File: config.mk
export PLATFORM = sky130hd
export DESIGN_NAME = dqsw_delay_trainer
export DESIGN_NICKNAME = d
export VERILOG_FILES = /design/src/rtl/dqsw_delay_trainer.sv
export SDC_FILE = /design/constraint.sdc
export NUM_CORES = 1
export LEC_CHECK = 0
export ABC_AREA = 1
export BUFFER_PORTS_ARGS = -buffer_cell sky130_fd_sc_hd__buf_4
export CORE_MARGIN = 2
export CORE_UTILIZATION = 50
export DETAILED_ROUTE_END_ITERATION = 12
export PLACE_DENSITY = 0.73
export SLEW_MARGIN = 20
export SYNTH_ARGS = -nofsm -noshare
export SYNTH_HDL_FRONTEND = slang
export SYNTH_SLANG_ARGS = --single-unit
File: constraint.sdc
create_clock -name FAB_CLK -period 3 [get_ports FAB_CLK]
set_clock_uncertainty 0.15 [all_clocks]
set_input_delay 0.3 -clock FAB_CLK [delete_from_list [all_inputs] [get_ports FAB_CLK]]
set_output_delay 0.3 -clock FAB_CLK [all_outputs]
set_load 0.01 [all_outputs]
File: src/rtl/dqsw_delay_trainer.sv
// rtl/dqsw_delay_trainer.sv - DQSW delay-line training sequencer for one IOD lane
// Walks the delay tap upward until LATE rises after having been seen low, then backs off.
module dqsw_delay_trainer #(
    parameter int MAX_TAPS      = 128,
    parameter int TAP_W         = 7,
    parameter int SETTLE_CYCLES = 4,
    parameter int SAMPLE_CYCLES = 8,
    parameter int BACKOFF_TAPS  = 4
) (
    input  logic             FAB_CLK,
    input  logic             RESET,
    input  logic             START,
    output logic             BUSY,
    output logic             DONE,
    output logic             FAIL,
    output logic [TAP_W-1:0] FINAL_TAP,
    output logic [TAP_W-1:0] EDGE_TAP,
    output logic [TAP_W-1:0] CUR_TAP,
    output logic             DELAY_LINE_LOAD,
    output logic             DELAY_LINE_MOVE,
    output logic             DELAY_LINE_DIRECTION,
    output logic             EYE_MONITOR_CLEAR_FLAGS,
    input  logic             EYE_MONITOR_EARLY,
    input  logic             EYE_MONITOR_LATE,
    input  logic             DELAY_LINE_OUT_OF_RANGE
);

    localparam int CNT_MAX = (SETTLE_CYCLES > SAMPLE_CYCLES) ? SETTLE_CYCLES : SAMPLE_CYCLES;
    localparam int CNT_W   = $clog2(CNT_MAX + 1);

    typedef enum logic [3:0] {
        S_IDLE, S_LOAD, S_SETTLE, S_CLEAR, S_SAMPLE,
        S_EVAL, S_STEP, S_BACKOFF, S_DONE, S_FAIL
    } state_t;

    state_t             state;
    state_t             state_next;
    logic [CNT_W-1:0]   cnt;
    logic [TAP_W-1:0]   cur_tap;
    logic [TAP_W-1:0]   edge_tap;
    logic [TAP_W-1:0]   final_tap;
    logic [TAP_W-1:0]   bk_left;
    logic [TAP_W-1:0]   bk_count;
    logic               bk_move;
    logic               prev_late;
    logic               first;
    logic               active;
    logic               edge_found;
    logic               at_last;
    logic               unused_early;

    assign unused_early = EYE_MONITOR_EARLY;
    assign active       = !(state == S_IDLE || state == S_DONE || state == S_FAIL);
    assign edge_found   = EYE_MONITOR_LATE && !first && !prev_late;
    assign at_last      = (cur_tap == TAP_W'(MAX_TAPS - 1));
    // Backoff is clamped here so the tap count can never wrap below zero.
    assign bk_count     = (int'(cur_tap) < BACKOFF_TAPS) ? cur_tap : TAP_W'(BACKOFF_TAPS);

    always_ff @(posedge FAB_CLK) begin
        if (RESET) begin
            state <= S_IDLE;
        end else begin
            state <= state_next;
        end
    end

    always_comb begin
        state_next = state;
        case (state)
            S_IDLE, S_DONE, S_FAIL: if (START) state_next = S_LOAD;
            S_LOAD:   state_next = S_SETTLE;
            S_SETTLE: if (cnt == '0) state_next = S_CLEAR;
            S_CLEAR:  state_next = S_SAMPLE;
            S_SAMPLE: if (cnt == '0) state_next = S_EVAL;
            S_EVAL: begin
                if (edge_found) begin
                    state_next = (bk_count == '0) ? S_DONE : S_BACKOFF;
                end else if (at_last) begin
                    state_next = S_FAIL;
                end else begin
                    state_next = S_STEP;
                end
            end
            S_STEP:    state_next = S_SETTLE;
            S_BACKOFF: if (!bk_move && cnt == '0 && bk_left == '0) state_next = S_DONE;
            default:   state_next = S_IDLE;
        endcase
        if (active && DELAY_LINE_OUT_OF_RANGE) begin
            state_next = S_FAIL;
        end
    end

    always_comb begin
        DELAY_LINE_LOAD         = (state == S_LOAD);
        DELAY_LINE_MOVE         = (state == S_STEP) || (state == S_BACKOFF && bk_move);
        DELAY_LINE_DIRECTION    = (state == S_STEP);
        EYE_MONITOR_CLEAR_FLAGS = (state == S_CLEAR);
        BUSY                    = active;
        DONE                    = (state == S_DONE);
        FAIL                    = (state == S_FAIL);
    end

    assign CUR_TAP   = cur_tap;
    assign EDGE_TAP  = edge_tap;
    assign FINAL_TAP = final_tap;

    always_ff @(posedge FAB_CLK) begin
        if (RESET) begin
            cnt       <= '0;
            cur_tap   <= '0;
            edge_tap  <= '0;
            final_tap <= '0;
            bk_left   <= '0;
            bk_move   <= 1'b0;
            prev_late <= 1'b0;
            first     <= 1'b1;
        end else begin
            if (state_next == S_SETTLE && state != S_SETTLE) begin
                cnt <= CNT_W'(SETTLE_CYCLES - 1);
            end else if (state_next == S_SAMPLE && state != S_SAMPLE) begin
                cnt <= CNT_W'(SAMPLE_CYCLES - 1);
            end else if (state == S_BACKOFF && bk_move) begin
                cnt <= CNT_W'(SETTLE_CYCLES - 1);
            end else if (cnt != '0) begin
                cnt <= cnt - 1'b1;
            end

            case (state)
                S_IDLE, S_DONE, S_FAIL: begin
                    if (state_next == S_LOAD) begin
                        cur_tap   <= '0;
                        edge_tap  <= '0;
                        final_tap <= '0;
                        prev_late <= 1'b0;
                        first     <= 1'b1;
                    end
                end
                S_EVAL: begin
                    if (state_next == S_BACKOFF || state_next == S_DONE) begin
                        edge_tap <= cur_tap;
                        bk_left  <= bk_count;
                        bk_move  <= 1'b1;
                        if (state_next == S_DONE) final_tap <= cur_tap;
                    end else if (state_next == S_STEP) begin
                        prev_late <= EYE_MONITOR_LATE;
                        first     <= 1'b0;
                    end
                end
                S_STEP: cur_tap <= cur_tap + 1'b1;
                S_BACKOFF: begin
                    if (bk_move) begin
                        cur_tap <= cur_tap - 1'b1;
                        bk_left <= bk_left - 1'b1;
                        bk_move <= 1'b0;
                    end else if (cnt == '0 && bk_left != '0) begin
                        bk_move <= 1'b1;
                    end else if (state_next == S_DONE) begin
                        final_tap <= cur_tap;
                    end
                end
                default: ;
            endcase
        end
    end

endmodule

-- After elaboration in Yosys (flattened, before gate mapping)
Cells that the tools add are included.
- register bits: 39
- latch bits: 0
- bits in writable memories: 0
- memory bits (read-only): 0
- bits of input ports: 6
- output and inout port bits: 28
- logic and storage cells: 119
- memories: 0
- add/sub/neg operators: 4
- $mul: 0
- div/mod/pow operators: 0
- order comparisons: 1
- equal/unequal tests: 25
- shift-type cells: 0
- mux-type cells: 39
- bitwise logic cells: 0
- reductions and logical operators: 39
- operators by type and width (operator ; number):
    7-bit two-way mux ; 10
    7-bit case mux with 3 select lines ; 2
    4-bit two-way mux ; 8
    4-bit by 3-bit equality test with 1-bit output, second input constant ; 7
    4-bit case mux with 7 select lines ; 1
    7-bit case mux with 2 select lines ; 2
    7-bit zero test ; 2
    2-bit != test, second input constant ; 7
    7-bit by 1-bit subtractor with 7-bit output, second input constant ; 2
    4-bit by 2-bit equality test with 1-bit output, second input constant ; 3
    4-bit equality test, second input constant ; 3
    1-bit logical AND ; 9
    1-bit two-way mux ; 9
    3-bit two-way mux ; 3
    3-bit AND reduction ; 3
    3-bit nonzero test ; 3
    4-bit by 1-bit equality test with 1-bit output, second input constant ; 2
    4-bit zero test ; 2
    4-bit nonzero test ; 2
    7-bit by 1-bit adder with 7-bit output, second input constant ; 1
    7-bit equality test, second input constant ; 1
    7-bit by 3-bit less-than comparator with 1-bit output, second input constant ; 1
    7-bit nonzero test ; 1
    1-bit case mux with 2 select lines ; 3
    13 further kinds ; 21

-- Depth between registers and ports, before layout
Gate-level depths: netlist (run 1).
- depth after elaboration: 12
- gate-level depth with buffers: 16
- mapped depth without buffers: 15

-- Worst setup path before layout (run 1)
No wires, ideal clock.
- path kind: flip-flop to flip-flop
- start: reg state[0]
- end: reg cur_tap[5], in the netlist CUR_TAP[5]
- setup time: 0.070 ns
- arrival: 1.970 ns
- data required time: 2.780 ns
- path slack: 0.810 ns
- stages on the path, launching flop included: 15
- buffers on the path: 1
- period minus slack after synthesis: 2.190 ns
- path through: dfxtp_1 -> buf_2 -> nand2_2 -> nor2_4 -> ha_1 -> nand2_1 -> nand2_1 -> a31oi_1 -> nor2_1 -> nor2_1 -> nor2_1 -> nor2_1 -> xnor2_1 -> nand2_1 -> a21oi_1
- word-level cells in the longest chain between the ends: 9
- elaborated cells on any way between the ends: 28
- classes of those cells: eq/ne: 12; mux: 7; reduce/logical: 9
- RTL lines (element ; line ; source):
    from (decl) ; 36 ; state_t state;
    from (signal assigned) ; 63 ; state <= state_next;
    parallel branches: the longest is 9 deep, another holds 4-bit case mux with 7 select lines ; -- ;
    to (signal assigned) ; 149 ; S_STEP: cur_tap <= cur_tap + 1'b1;
    to (signal assigned) ; 152 ; cur_tap <= cur_tap - 1'b1;
    to (decl) ; 39 ; logic [TAP_W-1:0] cur_tap;
Parallel ways; which one is timed is not known.
A chain may end at the register's enable or synchronous reset.

-- Worst setup path after layout (run 1)
- start: reg state[0]
- end: out DELAY_LINE_MOVE
- word-level cells in the longest chain between the ends: 3
- elaborated cells on any way between the ends: 4
- classes of those cells: eq/ne: 2; reduce/logical: 2
- RTL lines (element ; line ; source):
    4-bit by 3-bit equality test with 1-bit output ; 95 ; DELAY_LINE_MOVE = (state == S_STEP) || (state == S_BACKOFF && bk_move);
    1-bit logical AND ; 95 ;
    1-bit logical OR (*) ; 95 ;
    to (decl) ; 20 ; output logic DELAY_LINE_MOVE,
Mark *: on every way between the ends. The rest lies on a longest branch, timed or not.

==> metrics.txt, run 1 <==
post-synthesis compound-gate area fraction=0.132; setup TNS=0 ns; final setup violation count=0; CTS Buffer Depth=2; Net Sw Frac=0.483; Cell variety after synth=33; hold_buf cts=0; I/O pin count=34; post-synthesis xor/xnor area fraction=0.0368; Top delay family on crit path=simple AND/OR/NAND/NOR gates; # Max-Cap Violations=0; Avg Vias per Cell=5.19; Clk pwr share=0.160; Gate Count Post-Synth=365; Hold WC Path Type=in2reg; main combinational cell family by area after synthesis=simple AND/OR/NAND/NOR gates; CP Launch Type=register; cell with the most instances after synthesis=nand2_1; clock latency on the worst-skew pair=0.29 ns; DRC violations left=0; placed insts=447; crit path max fanout=12; GRT Total Usage=0.227; Sink Count=39; via count=2360; PD cells=796 nW/µm²; Detail Route Antenna Nets=0; register share of total power=0.297; CTS resizes=0; Slowest cell on crit path=dfxtp_1; Tot Pwr=2.19 mW; fin worst setup slack=0.369 ns; crit path time final=2.63 ns; final worst-path cycle share=0.877; combinational power share=0.543; H-Tree Depth=2; critical path cell sequence=nand2_2 -> nor2_4 -> inv_2 -> nor2_1 -> inv_1 -> o21ai_0 -> buf_4; Synth top cells by count=nand2_1 (96), nor2_1 (60), inv_1 (40), dfxtp_1 (39), a21oi_1 (32); area grow syn2layout=15.8%; total CTS buffers=5; Clock Pin Slew Worst Setup and Hold Paths=0.08 ns; layout cells sized above 1=0.145; Peak VDD IR=0.567 mV; Port Buffers=32; CTS tree=done; Synth Register Bits=39; sequential area share after synthesis=0.328; final hold violations=0; Switching Power=1.06 mW; Die Area=5320 µm²; post-synthesis simple-gate area fraction=0.365; Detail Placement HPWL=4170 µm; Yosys warning total=0; largest net degree at the start of global routing=27; Synth area leader=dfxtp_1; Final Non-Filler Cells=455; root buffer cell=clkbuf_8; Initial Utilization=0.510; Worst Tran Pin Value=0.666 ns; mux contribution to synthesized area=0; 1st-pass router iterations=4; first-pass GRT wire length=9570 µm; Post-Route WL=5550 µm; vias in the first global route=2228; 1st-iter DRT viols=100; internal power=1.13 mW; GP Congestion=0.851; Post-synth EDFFs=0; initial antenna violation count=0; Syn Nets=381; FP Rows=25; post-synth top area share=0.328; setup bufs post-CTS=0; ANT cells=0; Pins Over Slew Limit=0; Synth area leaders=dfxtp_1 (33%), nand2_1 (15%), nor2_1 (9.5%), a21oi_1 (6.7%), inv_1 (6.3%); WP buf/inv=3; Core ar.=4660 µm²; Crit Path Category=reg2out; Post-Syn Area=2380 µm²; final-stage net count=416; Leakage Power=1.30 nW; arrival time at the worst endpoint=2.18 ns; crit-path max cell delay=0.48 ns; GRT overflow=0; syn_area_per_cell=6.52 µm²; Die Wd=73.0 µm; post-layout utilization of the core=0.591; Post-synth ARST share=0; die height=73.0 µm; RSZ-0062 raised after global routing=no; Post-Synth Adder-Cell Area=0.0558; filler instances=463; relative slew slack=0.551; Synth Flop Type=dfxtp_1; per-cell routed wire length=12.2 µm; CP Data Required Time=2.55 ns; Fmax=0.380 GHz; DP Worst Slack=0.404 ns; endpoint class of the critical path=output pin; R2R setup slack=0.40 ns; status=completed
power groups by stage:
stage               combinational (mW)  clock (mW)  sequential (mW)
finish                            1.19       0.351            0.652
global route                      1.37       0.383            0.660
CTS                               1.19       0.362            0.650
detailed placement                1.18           0            0.663
global placement                  1.15           0            0.661
floorplan                        0.944           0            0.641
flip-flops by register name, indices dropped and copies added (netlist names):
signal / cells
CUR_TAP: 7
EDGE_TAP: 7
FINAL_TAP: 7
bk_left: 7
cnt: 4
state: 4
bk_move: 1
first: 1
prev_late: 1
layout by cell type (no fill, tap or decap), types with 2 or more instances in the layout:
master    netlist  final
nand2_1        96     96
nor2_1         60     60
inv_1          40     40
dfxtp_1        39     39
buf_4           0     34
a21oi_1        32     32
nand3_1        19     19
o21ai_0        13     13
nand4_1         9      9
ha_1            9      9
xor2_1          5      5
xnor2_1         5      5
clkbuf_8        0      5
nor3_1          4      4
nand3_2         4      4
inv_2           3      3
nor3b_1         3      3
nand2_2         2      2
nor2_4          2      2
o21ai_2         2      2
final cells by class:
cell class	instances	area [µm²]	area share
multi-input cells	276	1400	0.509
clock buffers	6	72.6	0.0263
inverters	44	165	0.0599
flip-flops and latches	39	781	0.283
repair buffers	34	255	0.0926
well taps	54	67.6	0.0245
clock inverters	2	12.5	0.00454
final timing paths:
kind,to,start,cells past startpoint
min,prev_late,RESET,2
max,DELAY_LINE_MOVE,state[0],7
min reg2reg,FINAL_TAP[4],FINAL_TAP[4],2
max reg2reg,FINAL_TAP[6],state[0],12
metrics by stage:
step	cell area, µm²	hold WS [ns]
finish	2760	0.233
detailed placement	2670	0.306
floorplan	2380	0.297
global placement	2670	0.303
CTS	2760	0.223
global route	2760	0.237
routing by layer:
layer / global-route usage / up-vias / share of wire
met3: 0.0470 / 9 / 0.035
met1: 0.284 / 1059 / 0.47
met5: 0 / - / 0
met2: 0.384 / 50 / 0.48
met4: 0.0823 / 0 / 0.017
li1: - / 1242 / -
logic make-up (layout without fill, tap and decap cells):
family                     Yosys count  count (layout)
and+or+nand+nor                    201             201
AOI/OAI and AO/OA                   55              55
buffers and inverters               50              86
DFF                                 39              39
adders and majority gates           10              10
xor gates and xnor gates            10              10
No activity file was read; power rests on OpenSTA's default activity.
==> run 2, diff against run 1 <==
==> constraint.sdc (replaced) <==
create_clock -name FAB_CLK -period 3 [get_ports FAB_CLK]
set_clock_uncertainty 0.15 [all_clocks]
set_input_delay 0.15 -clock FAB_CLK [delete_from_list [all_inputs] [get_ports FAB_CLK]]
set_output_delay 0.15 -clock FAB_CLK [all_outputs]
set_load 0.01 [all_outputs]
==> metrics.txt, run 2 (synthesized netlist as in run 1, its figures left out) <==
status=completed; critical path cell sequence=nand2_2 -> nor2_4 -> inv_2 -> nor2_1 -> inv_1 -> o21ai_0 -> buf_4; CTS resizes=0 (unchanged); layout cells sized above 1=0.145 (+0.000362); final hold violations=0 (unchanged); RSZ-0062 raised after global routing=no; Avg Vias per Cell=5.19 (about the same); Die Area=5320 µm² (unchanged); Fmax=0.361 GHz (-5.0%); reg2reg start=state[0]; final setup violation count=0 (unchanged); Top delay family on crit path=simple AND/OR/NAND/NOR gates; Crit Path Category=reg2out; Hold WC Path Type=in2reg; hold slack=0.0612 ns (-0.172 ns); setup TNS=0 ns (unchanged); Port Buffers=32 (unchanged); hold_buf cts=0 (unchanged); FP Rows=25 (unchanged); final-stage net count=415 (-0.24%); Initial Utilization=0.510 (unchanged); WP buf/inv=3 (unchanged); first-pass GRT wire length=9610 µm (+0.43%); most frequent cells in the layout=nand2_1 (96), nor2_1 (60), inv_1 (40), dfxtp_1 (39), buf_4 (33); H-Tree Depth=2 (unchanged); Final Non-Filler Cells=454 (-0.22%); largest net degree at the start of global routing=27 (unchanged); crit-path max cell delay=0.50 ns (+0.02 ns); root buffer cell=clkbuf_8; ANT cells=0 (unchanged); placed insts=446 (-0.22%); Sequential Area=781 µm² (unchanged); commonest non-fill, non-tap cell in the layout=nand2_1; # Max-Cap Violations=0 (unchanged); crit path launch=state[0]; setup bufs post-CTS=0 (unchanged); Design Area, Final=2780 µm² (+0.73%); DRC violations left=0 (unchanged); vias in the first global route=2186 (-1.9%); arrival time at the worst endpoint=2.47 ns (+0.29 ns); GRT Total Usage=0.231 (+0.00403); Post-DP Area=2660 µm² (-0.28%); die height=73.0 µm (unchanged); total CTS buffers=5 (unchanged); area grow syn2layout=16.7%; crit path time final=2.77 ns (+0.139 ns); relative slew slack=0.553 (+0.00149); Leakage Power=1.31 nW (+0.88%); R2R setup slack=0.34 ns (-0.06 ns); endpoint class of the critical path=output pin; filler instances=470 (+1.5%); Clock Pin Slew Worst Setup and Hold Paths=0.08 ns (about the same); Detail Route Antenna Nets=0 (unchanged); Sink Count=39 (unchanged); Core ar.=4660 µm² (unchanged); DP Worst Slack=0.390 ns (-0.0131 ns); per-cell routed wire length=12.1 µm (-0.41%); 1st-iter DRT viols=166 (+66%); Detail Placement HPWL=4050 µm (-2.8%); Slowest cell on crit path=dfxtp_1; CP Launch Type=register; PD cells=823 nW/µm² (+3.5%); Peak VDD IR=0.552 mV (-2.6%); Die Wd=73.0 µm (unchanged); Pins Over Slew Limit=0 (unchanged); post-layout utilization of the core=0.595 (+0.00429); CP Data Required Time=2.70 ns (+0.15 ns); hold_sp=RESET; Min-Delay Path Depth=2 (unchanged); FF-to-FF End=EDGE_TAP[4]; Tot Pwr=2.29 mW (+4.2%); clock latency on the worst-skew pair=0.30 ns (about the same); WHS Endpoint=prev_late; GRT overflow=0 (unchanged); GP Congestion=0.846 (-0.53%); CTS tree=done; multi-input logic area=1400 µm² (unchanged); CTS Buffer Depth=2 (unchanged); Post-Route WL=5510 µm (-0.63%); final worst-path cycle share=0.923 (+0.0464); Worst Tran Pin Value=0.664 ns (-0.00221 ns); fin worst setup slack=0.230 ns (-0.139 ns); via count=2355 (-0.21%); crit path max fanout=12 (unchanged); I/O pin count=34 (unchanged); 1st-pass router iterations=4 (unchanged); FF-to-FF path depth=12 (unchanged); initial antenna violation count=0 (unchanged)
run 2: cell count changes in the layout (fill, tap and decap cells not counted), sizes merged:
cell and change:
clkbuf -1, bufinv +1, buf -1, clkinvlp -1, clkinv +1
run 2: power by group:
| group | switching [mW] | internal (mW) |
|---|---|---|
| Combinational | 0.800 | 0.388 |
| Clock | 0.197 | 0.248 |
| Sequential | 0.0700 | 0.582 |
run 2: worst max path at each step:
stage,to,slack (ns),depth (start not counted)
finish,DELAY_LINE_MOVE,0.23,7
global route,DELAY_LINE_MOVE,0.06,7
CTS,DELAY_LINE_MOVE,0.23,7
detailed placement,EDGE_TAP[5],0.39,12
global placement,EDGE_TAP[1],0.44,12
floorplan,CUR_TAP[5],0.81,14
run 2: cell type report:
type,instances,share of cell area
inverter,44,0.0595
sequential,39,0.281
timing repair buffer,33,0.0893
clock buffer,5,0.0248
clock inverter,3,0.0158
multi-input combinational,276,0.505
tap,54,0.0243
run 2: metal layers:
metal / part of all wire / wire length, µm / vias up / GRT usage
li1: - / - / 1238 / -
met1: 0.47 / 2590 / 1059 / 0.289
met2: 0.48 / 2660 / 49 / 0.389
met3: 0.033 / 180 / 9 / 0.0525
met4: 0.013 / 73 / 0 / 0.0802
met5: 0 / 0 / - / 0
